===== src/rtl/mult_error_accum.sv =====
// Accumulates error-distance statistics between the approximate and exact multiplier products.
// Latency: a sample accepted at edge k reaches s1 at k, s2 at k+1 and the statistics at k+2.
// Backpressure: o_ready is high only in RUN; samples presented at any other time are dropped.
module mult_error_accum #(
  parameter int W     = 32,
  parameter int CNT_W = 16,
  parameter int ACC_W = 48
) (
  input  logic                i_clk,
  input  logic                i_rst_n,
  input  logic                i_start,
  input  logic                i_valid,
  input  logic                i_last,
  input  logic signed [W-1:0] i_approx,
  input  logic signed [W-1:0] i_exact,
  output logic                o_ready,
  output logic                o_done,
  output logic [CNT_W-1:0]    o_count,
  output logic [CNT_W-1:0]    o_err_count,
  output logic [ACC_W-1:0]    o_sum_ed,
  output logic [W:0]          o_max_ed,
  output logic                o_overflow
);

  typedef enum logic [1:0] {IDLE, RUN, DRAIN, DONE} state_t;

  localparam logic [W:0] ONE_ED = (W+1)'(1);

  state_t state, state_nxt;

  logic           accept;
  logic           clear;
  logic [W:0]     diff_c;
  logic [W:0]     s1_diff;
  logic           s1_vld;
  logic           s1_last;
  logic [W:0]     s1_neg;
  logic [W:0]     s2_ed;
  logic           s2_nz;
  logic           s2_vld;
  logic           s2_last;
  logic [ACC_W:0] sum_nxt;
  logic           cnt_full;
  logic           err_full;

  assign accept = i_valid && (state == RUN);
  // A start is only honoured from IDLE or DONE; it wins over a same-cycle sample.
  assign clear  = i_start && ((state == IDLE) || (state == DONE));

  // Sign-extend both products so the difference never truncates.
  assign diff_c = {i_approx[W-1], i_approx} - {i_exact[W-1], i_exact};
  assign s1_neg = ~s1_diff + ONE_ED;

  // Carry out of the widened add marks an accumulator overflow.
  assign sum_nxt  = {1'b0, o_sum_ed} + (ACC_W+1)'(s2_ed);
  assign cnt_full = &o_count;
  assign err_full = &o_err_count;

  assign o_ready = (state == RUN);
  assign o_done  = (state == DONE);

  // State register.
  always_ff @(posedge i_clk or negedge i_rst_n) begin
    if (!i_rst_n) state <= IDLE;
    else          state <= state_nxt;
  end

  // Next-state logic: DRAIN waits until the final sample leaves s2.
  always_comb begin
    state_nxt = state;
    case (state)
      IDLE:    if (i_start) state_nxt = RUN;
      RUN:     if (accept && i_last) state_nxt = DRAIN;
      DRAIN:   if (s2_vld && s2_last) state_nxt = DONE;
      DONE:    if (i_start) state_nxt = RUN;
      default: state_nxt = IDLE;
    endcase
  end

  // Stage 1: register the signed difference and sample flags.
  always_ff @(posedge i_clk or negedge i_rst_n) begin
    if (!i_rst_n) begin
      s1_diff <= '0;
      s1_vld  <= 1'b0;
      s1_last <= 1'b0;
    end else begin
      s1_vld  <= accept;
      s1_last <= accept && i_last;
      if (accept) s1_diff <= diff_c;
    end
  end

  // Stage 2: absolute value (fits unsigned in W+1 bits) and nonzero flag.
  always_ff @(posedge i_clk or negedge i_rst_n) begin
    if (!i_rst_n) begin
      s2_ed   <= '0;
      s2_nz   <= 1'b0;
      s2_vld  <= 1'b0;
      s2_last <= 1'b0;
    end else begin
      s2_vld  <= s1_vld;
      s2_last <= s1_last;
      if (s1_vld) begin
        s2_ed <= s1_diff[W] ? s1_neg : s1_diff;
        s2_nz <= (s1_diff != '0);
      end
    end
  end

  // Statistics: saturating counters/accumulator with a sticky overflow flag.
  always_ff @(posedge i_clk or negedge i_rst_n) begin
    if (!i_rst_n) begin
      o_count     <= '0;
      o_err_count <= '0;
      o_sum_ed    <= '0;
      o_max_ed    <= '0;
      o_overflow  <= 1'b0;
    end else if (clear) begin
      o_count     <= '0;
      o_err_count <= '0;
      o_sum_ed    <= '0;
      o_max_ed    <= '0;
      o_overflow  <= 1'b0;
    end else if (s2_vld) begin
      if (cnt_full) o_overflow <= 1'b1;
      else          o_count    <= o_count + CNT_W'(1);
      if (s2_nz) begin
        if (err_full) o_overflow  <= 1'b1;
        else          o_err_count <= o_err_count + CNT_W'(1);
      end
      if (sum_nxt[ACC_W]) begin
        o_sum_ed   <= '1;
        o_overflow <= 1'b1;
      end else begin
        o_sum_ed <= sum_nxt[ACC_W-1:0];
      end
      if (s2_ed > o_max_ed) o_max_ed <= s2_ed;
    end
  end

endmodule


===== config.mk =====
export PLATFORM = sky130hd
export DESIGN_NAME = mult_error_accum
export DESIGN_NICKNAME = d
export VERILOG_FILES = /design/src/rtl/mult_error_accum.sv
export SDC_FILE = /design/constraint.sdc
export NUM_CORES = 1
export LEC_CHECK = 0
export ABC_AREA = 1
export CORE_MARGIN = 5
export CORE_UTILIZATION = 55
export DETAILED_ROUTE_END_ITERATION = 10
export PLACE_DENSITY = 0.79
export SLEW_MARGIN = 10
export SYNTH_ARGS = -nofsm -noshare
export SYNTH_HDL_FRONTEND = slang
export SYNTH_SLANG_ARGS = --single-unit

===== constraint.sdc =====
create_clock -name i_clk -period 4.35 [get_ports i_clk]
set_clock_uncertainty 0.2 [all_clocks]
set_input_delay 0.87 -clock i_clk [delete_from_list [all_inputs] [get_ports i_clk]]
set_output_delay 0.87 -clock i_clk [all_outputs]
set_load 0.01 [all_outputs]

==> metrics, run 1 <==
Row Count=61; Die W=177.8 um; sequential cell area fraction in the yosys report=30.20%; Main synth FF type=dfrtp_1; hold_buf cts=0; Final min period=3.175 ns; WHS Path Cells=0; CTS tree=done; max incr delay on CP=0.46 ns; Final #Nets=2,727; Port Buffers=184; reg2reg setup slack=1.17 ns; Area growth, synth to finish=17.45%; hold path startpoint=s1_last; number of enable flip-flop cells after synthesis=0; CTS Root Cell=clkbuf_16; endpoints failing setup=0; most frequent CP cell=nand2_2; clk_lat worst skew=0.46 ns; I/O pins=185; post-cts sizing count=0; starting density of the core=55.77%; leading cell type in the layout, fill and taps excluded=nand2_1; via/cell ratio=5.446; ratio of cells with drive above 1 in the final layout=4.329%; Critical Path RT=4.47 ns; crit path capture type=flip-flop; Clk pin slew, worst setup/hold paths=0.08 ns; Vias=16,020; relative slew slack=34.96%; Async S/R FF share, synth=100.0%; Post-Syn Area per Cell=6.483 um^2; largest net degree at the start of global routing=91; synthesized area=15,490 um^2; # fillers=2,643; vias in the first global route=15,630; Critical Path Source Type=flip-flop; Synth Instances=2,390; Post-CTS Setup Bufs=0; Power Dens Cells=561.2 nW/um^2; endpoints failing hold=0; multi-input logic area=9139 um^2; first-pass GRT wire length=77,760 um; RSZ-0062 raised after global routing=no; remaining antenna violation count=0; status=finished clean; GRT Util Overall=30.59%; Hold Path End=s2_last; WL per Instance=16.13 um; RD Place Congestion=0.9846; Reg area=4679 um^2; Worst VDD drop=0.0006272 V; Top delay family on crit path=simple AND/OR/NAND/NOR gates; post-DP HPWL=37,830 um; CP Cell Sequence=ha_1 -> fa_1 -> nand3_1 -> nand3_2 -> nand2_1 -> nand2_2 -> nand2_2 -> nand2_2 -> nand2_2 -> nand3_2 -> o21ai_0 -> nand2_1; maximum clock insertion buffer count=2; Critical Path AT=3.30 ns; final WL=47,470 um; period utilization=72.99%; CTS H-tree lvls=4; Max Fclk=0.3149 GHz; Die Span Y=177.8 um; Core Region=27,780 um^2; Post-Layout Cell Count=2,942; reg2reg path depth=12; clk sinks=187; CTS Buf Count=17; HP Class=reg -> reg; die footprint=31,630 um^2; synth warn=0; TritonRoute pass-1 iters=5; syn_nets=2,566; Worst Path Buf+Inv=0; reg-to-reg critical path startpoint=s2_ed[0]; Yosys reg bits=187; Distinct cells, synth=51; Leakage Power=0.009541 uW; Max Slew Vio Count=0; Setup CP Type=reg -> reg; antenna violations before repair=0; Slew @ Worst Pin=0.9756 ns; # DRC=0; crit path max fanout=25; number of diodes=0; worst r2r dst=o_sum_ed[13]; DRT iter0 DRCs=1,028; Placed Instances=2,910; Remaining Overflow, GRT=0; most frequent cells in the layout=nand2_1, inv_1, nor2_1; # Max-Cap Violations=0; Final TNS setup=0 ns; slowest CP cell=fa_1
==> Yosys cell counts (5+ instances only) <==
master / n / share of area (%)
buf_6: 7 / 0.51
nand2_1: 799 / 19
nor2_1: 208 / 5.0
buf_1: 5 / 0.12
ha_1: 105 / 8.5
xnor2_1: 10 / 0.57
inv_1: 359 / 8.7
o31ai_1: 8 / 0.39
or2_2: 5 / 0.20
buf_2: 6 / 0.19
o21a_1: 6 / 0.29
inv_2: 9 / 0.22
a31oi_1: 8 / 0.32
a21oi_1: 86 / 2.8
nand2_2: 13 / 0.52
o21ai_1: 12 / 0.39
nand3b_1: 5 / 0.24
clkbuf_1: 29 / 0.70
o21bai_1: 6 / 0.29
nor3_1: 35 / 1.1
nand4_1: 68 / 2.7
xor2_1: 54 / 3.1
nand3_1: 176 / 5.7
nor4_1: 6 / 0.24
dfrtp_1: 187 / 30
nand3_2: 23 / 1.5
nor2_2: 7 / 0.28
o21ai_0: 109 / 3.5
==> flip-flops by register name, indices dropped and copies added (netlist names), 2 cells and up <==
signal       cells
o_sum_ed        48
o_max_ed        33
s1_diff         33
s2_ed           33
o_count         16
o_err_count     16
state            2
==> stage by stage <==
step                hold WS, ns  util (%)  cell area, um^2  setup WS [ns]  power (uW)
floorplan                0.1312         -            15490          1.704        6721
global placement         0.1400     63.42            17620         0.9267        8413
detailed placement       0.1355     63.42            17620         0.8678        8592
CTS                      0.1685     65.51            18200          1.197       10180
global route             0.1745     65.51            18200         0.9824       11110
finish                   0.1675     65.51            18200          1.175       10210
==> power by group <==
part           switching [uW]  internal, uW
logic                    3550          2060
registers                 761          2290
clock network             792           771
==> layer usage <==
layer / vias to the layer above / GRT usage [%] / share of wire, %
met4: 0 / 11.15 / 3.5
met2: 563 / 52.87 / 48
met1: 7423 / 39.10 / 43
met5: - / 0 / 0
met3: 99 / 4.282 / 5.6
li1: 7938 / - / -
==> final cells by class <==
cell class / instances / share of cell area [%]
multi-input cells: 1780 / 50.22
flip-flops and latches: 187 / 25.71
repair buffers: 194 / 10.61
inverters: 371 / 7.680
well taps: 378 / 2.599
clock buffers: 19 / 2.379
clock inverters: 13 / 0.8044
==> worst max path at each step <==
stage | startpoint | endpoint | slack, ns | cells after the start
after global placement | i_exact[9] | s1_diff[21] | 0.93 | 12
final | s2_ed[0] | o_sum_ed[13] | 1.17 | 12
after global routing | s2_ed[0] | o_sum_ed[13] | 0.98 | 12
after CTS | s2_ed[0] | o_sum_ed[9] | 1.20 | 12
after detailed placement | i_exact[9] | s1_diff[21] | 0.87 | 12
after floorplan | i_approx[0] | s1_diff[22] | 1.70 | 15
==> kinds of logic (layout without fill, tap and decap cells) <==
group | Yosys count | count (layout) | share of synthesized area (%)
simple gates | 1363 | 1363 | 38.03
xor+xnor | 64 | 64 | 3.618
flops | 187 | 187 | 30.20
fa+ha+maj | 107 | 107 | 8.737
buf+inv | 423 | 597 | 10.89
mux | 1 | 1 | 0.06460
compound gates | 245 | 245 | 8.463
(Power assumes the default switching activity.)
==> run 2: changes to the inputs <==
CORE_UTILIZATION = 52   (was 55)
PLACE_DENSITY = 0.78   (was 0.79)
clock period = 2.55 ns   (was 4.35 ns; I/O delays follow)
==> metrics, run 2 (synthesized netlist as in run 1, its figures left out) <==
period utilization=99.87% (was 72.99%); Worst Path Buf+Inv=2 (was 0); # fillers=2,595 (was 2,643); multi-input logic area=9523 um^2 (was 9139 um^2); number of diodes=0 (unchanged); reg-to-reg critical path startpoint=s2_ed[28] (was s2_ed[0]); Area growth, synth to finish=29.80% (was 17.45%); Row Count=63 (was 61); TritonRoute pass-1 iters=5 (unchanged); remaining antenna violation count=0 (unchanged); clk_lat worst skew=0.45 ns (was 0.46 ns); WHS Path Cells=0 (unchanged); first-pass GRT wire length=80,700 um (was 77,760 um); largest net degree at the start of global routing=91 (unchanged); status=finished clean (unchanged); antenna violations before repair=0 (unchanged); Clk pin slew, worst setup/hold paths=0.08 ns (about the same); die footprint=33,350 um^2 (was 31,630 um^2); number of flip-flops under the largest register name=48 (unchanged); RD Place Congestion=0.9537 (was 0.9846); relative slew slack=53.05% (was 34.96%); Vias=16,550 (was 16,020); # Max-Cap Violations=0 (unchanged); RSZ-0062 raised after global routing=yes (was no); reg2reg setup slack=0.003 ns (was 1.17 ns); most frequent CP cell=nand4_1 (was nand2_2); Worst VDD drop=0.001068 V (was 0.0006272 V); ratio of cells with drive above 1 in the final layout=12.74% (was 4.329%); Top reg by flops=o_sum_ed (unchanged); Top delay family on crit path=simple AND/OR/NAND/NOR gates (unchanged); post-DP HPWL=39,350 um (was 37,830 um); WP depth=10 (was 12); Post-Layout Cell Count=3,114 (was 2,942); vias in the first global route=15,880 (was 15,630); post-route setup slack=0.003247 ns (was 1.175 ns); crit path max fanout=16 (was 25); Leakage Power=0.01046 uW (was 0.009541 uW); reg2reg path depth=10 (was 12); leading cell type in the layout, fill and taps excluded=nand2_1 (unchanged); hold path startpoint=s1_last (unchanged); Max Fclk=0.3927 GHz (was 0.3149 GHz); Critical Path AT=2.74 ns (was 3.30 ns); final WL=50,770 um (was 47,470 um); Port Buffers=184 (unchanged); most frequent cells in the layout=nand2_1, inv_1, nor2_1 (unchanged); CP Cell Sequence=ha_1 -> nand4_1 -> or2_1 -> nor2_2 -> nand4_1 -> nand3_4 -> buf_12 -> buf_12 -> nand4_1 -> nand2_1 (was ha_1 -> fa_1 -> nand3_1 -> nand3_2 -> nand2_1 -> nand2_2 -> nand2_2 -> nand2_2 -> nand2_2 -> nand3_2 -> o21ai_0 -> nand2_1); post-route cell area=20,110 um^2 (was 18,200 um^2); post-placement worst setup slack=-0.3803 ns (was 0.8678 ns); CTS H-tree lvls=4 (unchanged); Core Region=29,560 um^2 (was 27,780 um^2); DRT iter0 DRCs=1,226 (was 1,028); clk sinks=187 (unchanged); slowest CP cell=dfrtp_2 (was fa_1); maximum clock insertion buffer count=2 (unchanged); Die Span Y=182.6 um (was 177.8 um); # DRC=0 (unchanged); HP Class=reg -> reg (unchanged); CTS Root Cell=clkbuf_16 (unchanged); CTS Buf Count=17 (unchanged); Critical Path Source Type=flip-flop (unchanged); WL per Instance=16.30 um (was 16.13 um); Max Slew Vio Count=0 (unchanged); Hold Path End=s2_last (unchanged); worst r2r dst=o_max_ed[19] (was o_sum_ed[13]); Power Dens Cells=982.3 nW/um^2 (was 561.2 nW/um^2); Critical Path RT=2.74 ns (was 4.47 ns); Final #Nets=2,888 (was 2,727); max incr delay on CP=0.45 ns (was 0.46 ns); GRT Util Overall=29.73% (was 30.59%); Setup CP Type=reg -> reg (unchanged); endpoints failing hold=0 (unchanged); Reg area=4697 um^2 (was 4679 um^2); Slew @ Worst Pin=0.7042 ns (was 0.9756 ns); Die W=182.6 um (was 177.8 um); Remaining Overflow, GRT=0 (unchanged); crit path capture type=flip-flop (unchanged); Placed Instances=3,066 (was 2,910); via/cell ratio=5.316 (was 5.446); endpoints failing setup=0 (unchanged); worst hold slack=0.1582 ns (was 0.1675 ns); CP startpoint=s2_ed[28] (was s2_ed[0]); placed cell area=18,820 um^2 (was 17,620 um^2); I/O pins=185 (unchanged); CTS tree=done (unchanged); starting density of the core=52.42% (was 55.77%); Util after Layout=68.04% (was 65.51%); Final min period=2.547 ns (was 3.175 ns)
-- run 2: cell count changes in the layout (fill, tap and decap cells not counted), sizes merged --
| cell | previous run | this run |
|---|---|---|
| bufinv | 0 | 2 |
| buf | 11 | 166 |
| nand2 | 815 | 817 |
| inv | 376 | 374 |
| clkinvlp | 0 | 1 |
| dlygate4sd3 | 0 | 1 |
| clkbuf | 19 | 20 |
-- run 2: timing repair --
item | 4_1_cts | 5_1_grt
buffers inserted | 1 | 9
pin swaps | 3 | 12
endpoints found under the setup margin | 60 | 88
gates resized for setup | 11 | 83
cloned | 1 | 5
hold endpoints to repair | 114 | 0
hold buffers | 1 | 0
-- run 2: through the flow --
stage                     setup TNS (ns)  total power, uW
final                                  0            19760
after global placement            -5.780            15340
after global routing              -3.104            21250
after floorplan                        0            11460
after CTS                       -0.02683            18680
after detailed placement          -8.014            15640
-- run 2: how the worst max path moves through the flow --
stage | slack, ns | end
2_1_floorplan | 0.08 | o_sum_ed[45]
3_3_place_gp | -0.35 | s1_diff[22]
3_5_place_dp | -0.38 | s1_diff[22]
4_1_cts | -0.02 | o_sum_ed[41]
5_1_grt | -0.11 | o_max_ed[7]
6_report | 0.003 | o_max_ed[19]
-- run 2: cell type report --
cell class	count	share of cell area (%)
clock buffers	17	2.115
clock inverters	14	1.014
inverters	371	6.962
multi-input cells	1782	47.35
flip-flops and latches	187	23.35
well taps	390	2.426
repair buffers	353	16.78
-- run 2: power by group --
group | switching (uW) | internal [uW] | total, uW
registers | 1260 | 3920 | 5180
logic | 6850 | 4830 | 11700
clock network | 1380 | 1510 | 2890
-- run 2: metal layers --
metal | part of all wire [%] | wire length, um | GRT usage [%]
met5 | 0 | 0 | 0
met2 | 47 | 24060 | 50.26
met4 | 4.6 | 2317 | 12.97
met3 | 5.3 | 2693 | 2.950
met1 | 43 | 21700 | 38.79
==> run 3: changes to the inputs <==
CORE_UTILIZATION = 40   (was 52)
PLACE_DENSITY = unset   (was 0.78)
SLEW_MARGIN = unset   (was 10)
==> metrics, run 3 (synthesized netlist as in run 1, its figures left out) <==
status=finished clean (unchanged); Worst Path Buf+Inv=2 (unchanged); post-route setup slack=0.05127 ns (was 0.003247 ns); remaining antenna violation count=0 (unchanged); # Max-Cap Violations=0 (unchanged); period utilization=97.99% (was 99.87%); crit path max fanout=8 (was 16); CTS tree=done (unchanged); P_sw=9262 uW (was 9493 uW); most frequent cells in the layout=nand2_1, inv_1, nor2_1 (unchanged); Slew @ Worst Pin=0.5743 ns (was 0.7042 ns); Remaining Overflow, GRT=0 (unchanged); number of diodes=0 (unchanged); Max Fclk=0.4002 GHz (was 0.3927 GHz); Critical Path Source Type=flip-flop (unchanged); RD Place Congestion=0.9419 (was 0.9537); RSZ-0062 raised after global routing=yes (unchanged); Reg power frac=26.8% (was 26.2%); GRT Util Overall=23.67% (was 29.73%); Clk pin slew, worst setup/hold paths=0.07 ns (was 0.08 ns); Setup CP Type=reg -> reg (unchanged); Vias=16,100 (was 16,550); clk sinks=187 (unchanged); Switching Share=48.46% (was 48.05%); leading cell type in the layout, fill and taps excluded=nand2_1 (unchanged); vias in the first global route=15,570 (was 15,880); TritonRoute pass-1 iters=5 (unchanged); endpoints failing hold=0 (unchanged); clock network power share=13.6% (was 14.6%); die footprint=42,770 um^2 (was 33,350 um^2); Die Span Y=206.8 um (was 182.6 um); Core Region=38,470 um^2 (was 29,560 um^2); HP Class=reg -> reg (unchanged); Max Slew Vio Count=0 (unchanged); via/cell ratio=4.953 (was 5.316); post-DP HPWL=40,660 um (was 39,350 um); relative slew slack=61.72% (was 53.05%); worst hold slack=0.1736 ns (was 0.1582 ns); final WL=51,180 um (was 50,770 um); Critical Path RT=2.70 ns (was 2.74 ns); multi-input logic area=9460 um^2 (was 9523 um^2); DRT iter0 DRCs=985 (was 1,226); first-pass GRT wire length=80,800 um (was 80,700 um); Top reg by flops=o_sum_ed (unchanged); Power Dens Cells=951.2 nW/um^2 (was 982.3 nW/um^2); Leakage Power=0.01045 uW (was 0.01046 uW); ratio of cells with drive above 1 in the final layout=12.41% (was 12.74%); Die W=206.8 um (was 182.6 um); CTS H-tree lvls=4 (unchanged); CP Cell Sequence=ha_2 -> fa_2 -> nand3_2 -> nand3_2 -> nand2_2 -> nand2_4 -> nand2_2 -> nand2_4 -> nand2_4 -> clkinv_4 -> nor2_8 -> buf_12 -> nand3_2 -> nand2_2 -> nand2_1 (was ha_1 -> nand4_1 -> or2_1 -> nor2_2 -> nand4_1 -> nand3_4 -> buf_12 -> buf_12 -> nand4_1 -> nand2_1); Reg area=4684 um^2 (was 4697 um^2); Worst VDD drop=0.0006229 V (was 0.001068 V); slowest CP cell=dfrtp_1 (was dfrtp_2); antenna violations before repair=0 (unchanged); Critical Path AT=2.65 ns (was 2.74 ns); Area growth, synth to finish=29.67% (was 29.80%); Int Pwr=9849 uW (was 10,260 uW); starting density of the core=40.28% (was 52.42%); CTS Root Cell=clkbuf_16 (unchanged); Row Count=72 (was 63); post-placement worst setup slack=-0.3976 ns (was -0.3803 ns); crit path capture type=flip-flop (unchanged); Port Buffers=184 (unchanged); endpoints failing setup=0 (unchanged); # fillers=3,980 (was 2,595); largest net degree at the start of global routing=91 (unchanged); number of flip-flops under the largest register name=48 (unchanged); Final min period=2.499 ns (was 2.547 ns); maximum clock insertion buffer count=2 (unchanged); Final #Nets=2,896 (was 2,888); Top delay family on crit path=simple AND/OR/NAND/NOR gates (unchanged); max incr delay on CP=0.43 ns (was 0.45 ns); I/O pins=185 (unchanged); clk_lat worst skew=0.46 ns (was 0.45 ns); # DRC=0 (unchanged); WL per Instance=15.75 um (was 16.30 um); Comb pwr share=59.7% (was 59.1%); CTS Buf Count=17 (unchanged)
-- run 3: worst reg2reg max path, stage by stage, from the launching register on --
cell and delay, ns:
dfrtp_1 0.43, ha_2 0.22, fa_2 0.42, nand3_2 0.08, nand3_2 0.08, nand2_2 0.09, nand2_4 0.07, nand2_2 0.08
nand2_4 0.06, nand2_4 0.08, clkinv_4 0.06, nor2_8 0.16, buf_12 0.17, nand3_2 0.09, nand2_2 0.07, nand2_1 0.05
-- run 3: power by group through the flow --
stage          combinational, uW  clock (uW)  sequential, uW
6_report                   11400        2590            5120
3_3_place_gp               10400           0            5090
5_1_grt                    12700        2760            5240
4_1_cts                    10700        2660            5070
2_1_floorplan               6580           0            4880
3_5_place_dp               10600           0            5110
-- run 3: path summary, 6_finish.rpt --
kind / startpoint / endpoint / slack, ns / depth (start not counted)
max in group asynchronous: i_rst_n / s1_diff[2] / 1.11 / 3
worst max-delay path: s2_ed[0] / o_sum_ed[39] / 0.05 / 15
min in group asynchronous: i_rst_n / o_count[12] / 0.37 / 2
worst min-delay path: s1_last / s2_last / 0.17 / 0
worst max register to register: s2_ed[0] / o_sum_ed[39] / 0.05 / 15
worst min register to register: s1_last / s2_last / 0.17 / 0
-- run 3: repair_timing --
item / in CTS / in global routing
pin swaps: 1 / 13
hold buffers: 1 / 0
gates cloned: 1 / 4
hold endpoints to repair: 44 / 0
gates resized for setup: 7 / 66
setup buffers: 0 / 10
setup endpoints to repair: 17 / 84
-- run 3: area by class of cell --
cell class                 instances  area share (%)
inverter                         371           6.968
tap                              518           3.226
clock inverter                    13          0.5729
multi-input combinational       1782           47.09
clock buffer                      18           2.186
timing repair buffer             361           16.65
sequential                       187           23.32
-- run 3: stage by stage --
step	power (uW)	utilization, %	TNS (ns)	instance area, um^2	std cells
4_1_cts	18390	51.16	0	19680	3237
2_1_floorplan	11460	-	0	15490	2390
6_report	19110	52.23	0	20090	3250
5_1_grt	20740	52.23	-2.975	20090	3250
3_3_place_gp	15530	49.53	-6.278	19050	3204
3_5_place_dp	15670	49.53	-7.170	19050	3204
-- run 3: layer usage --
| layer | routed length [um] | global-route usage (%) | part of all wire, % | vias to the layer above |
|---|---|---|---|---|
| met5 | 0 | 0 | 0 | - |
| li1 | - | - | - | 8269 |
| met3 | 1736 | 2.093 | 3.4 | 79 |
| met1 | 23000 | 31.20 | 45 | 7383 |
| met4 | 1539 | 8.144 | 3.0 | 0 |
| met2 | 24900 | 40.99 | 49 | 365 |
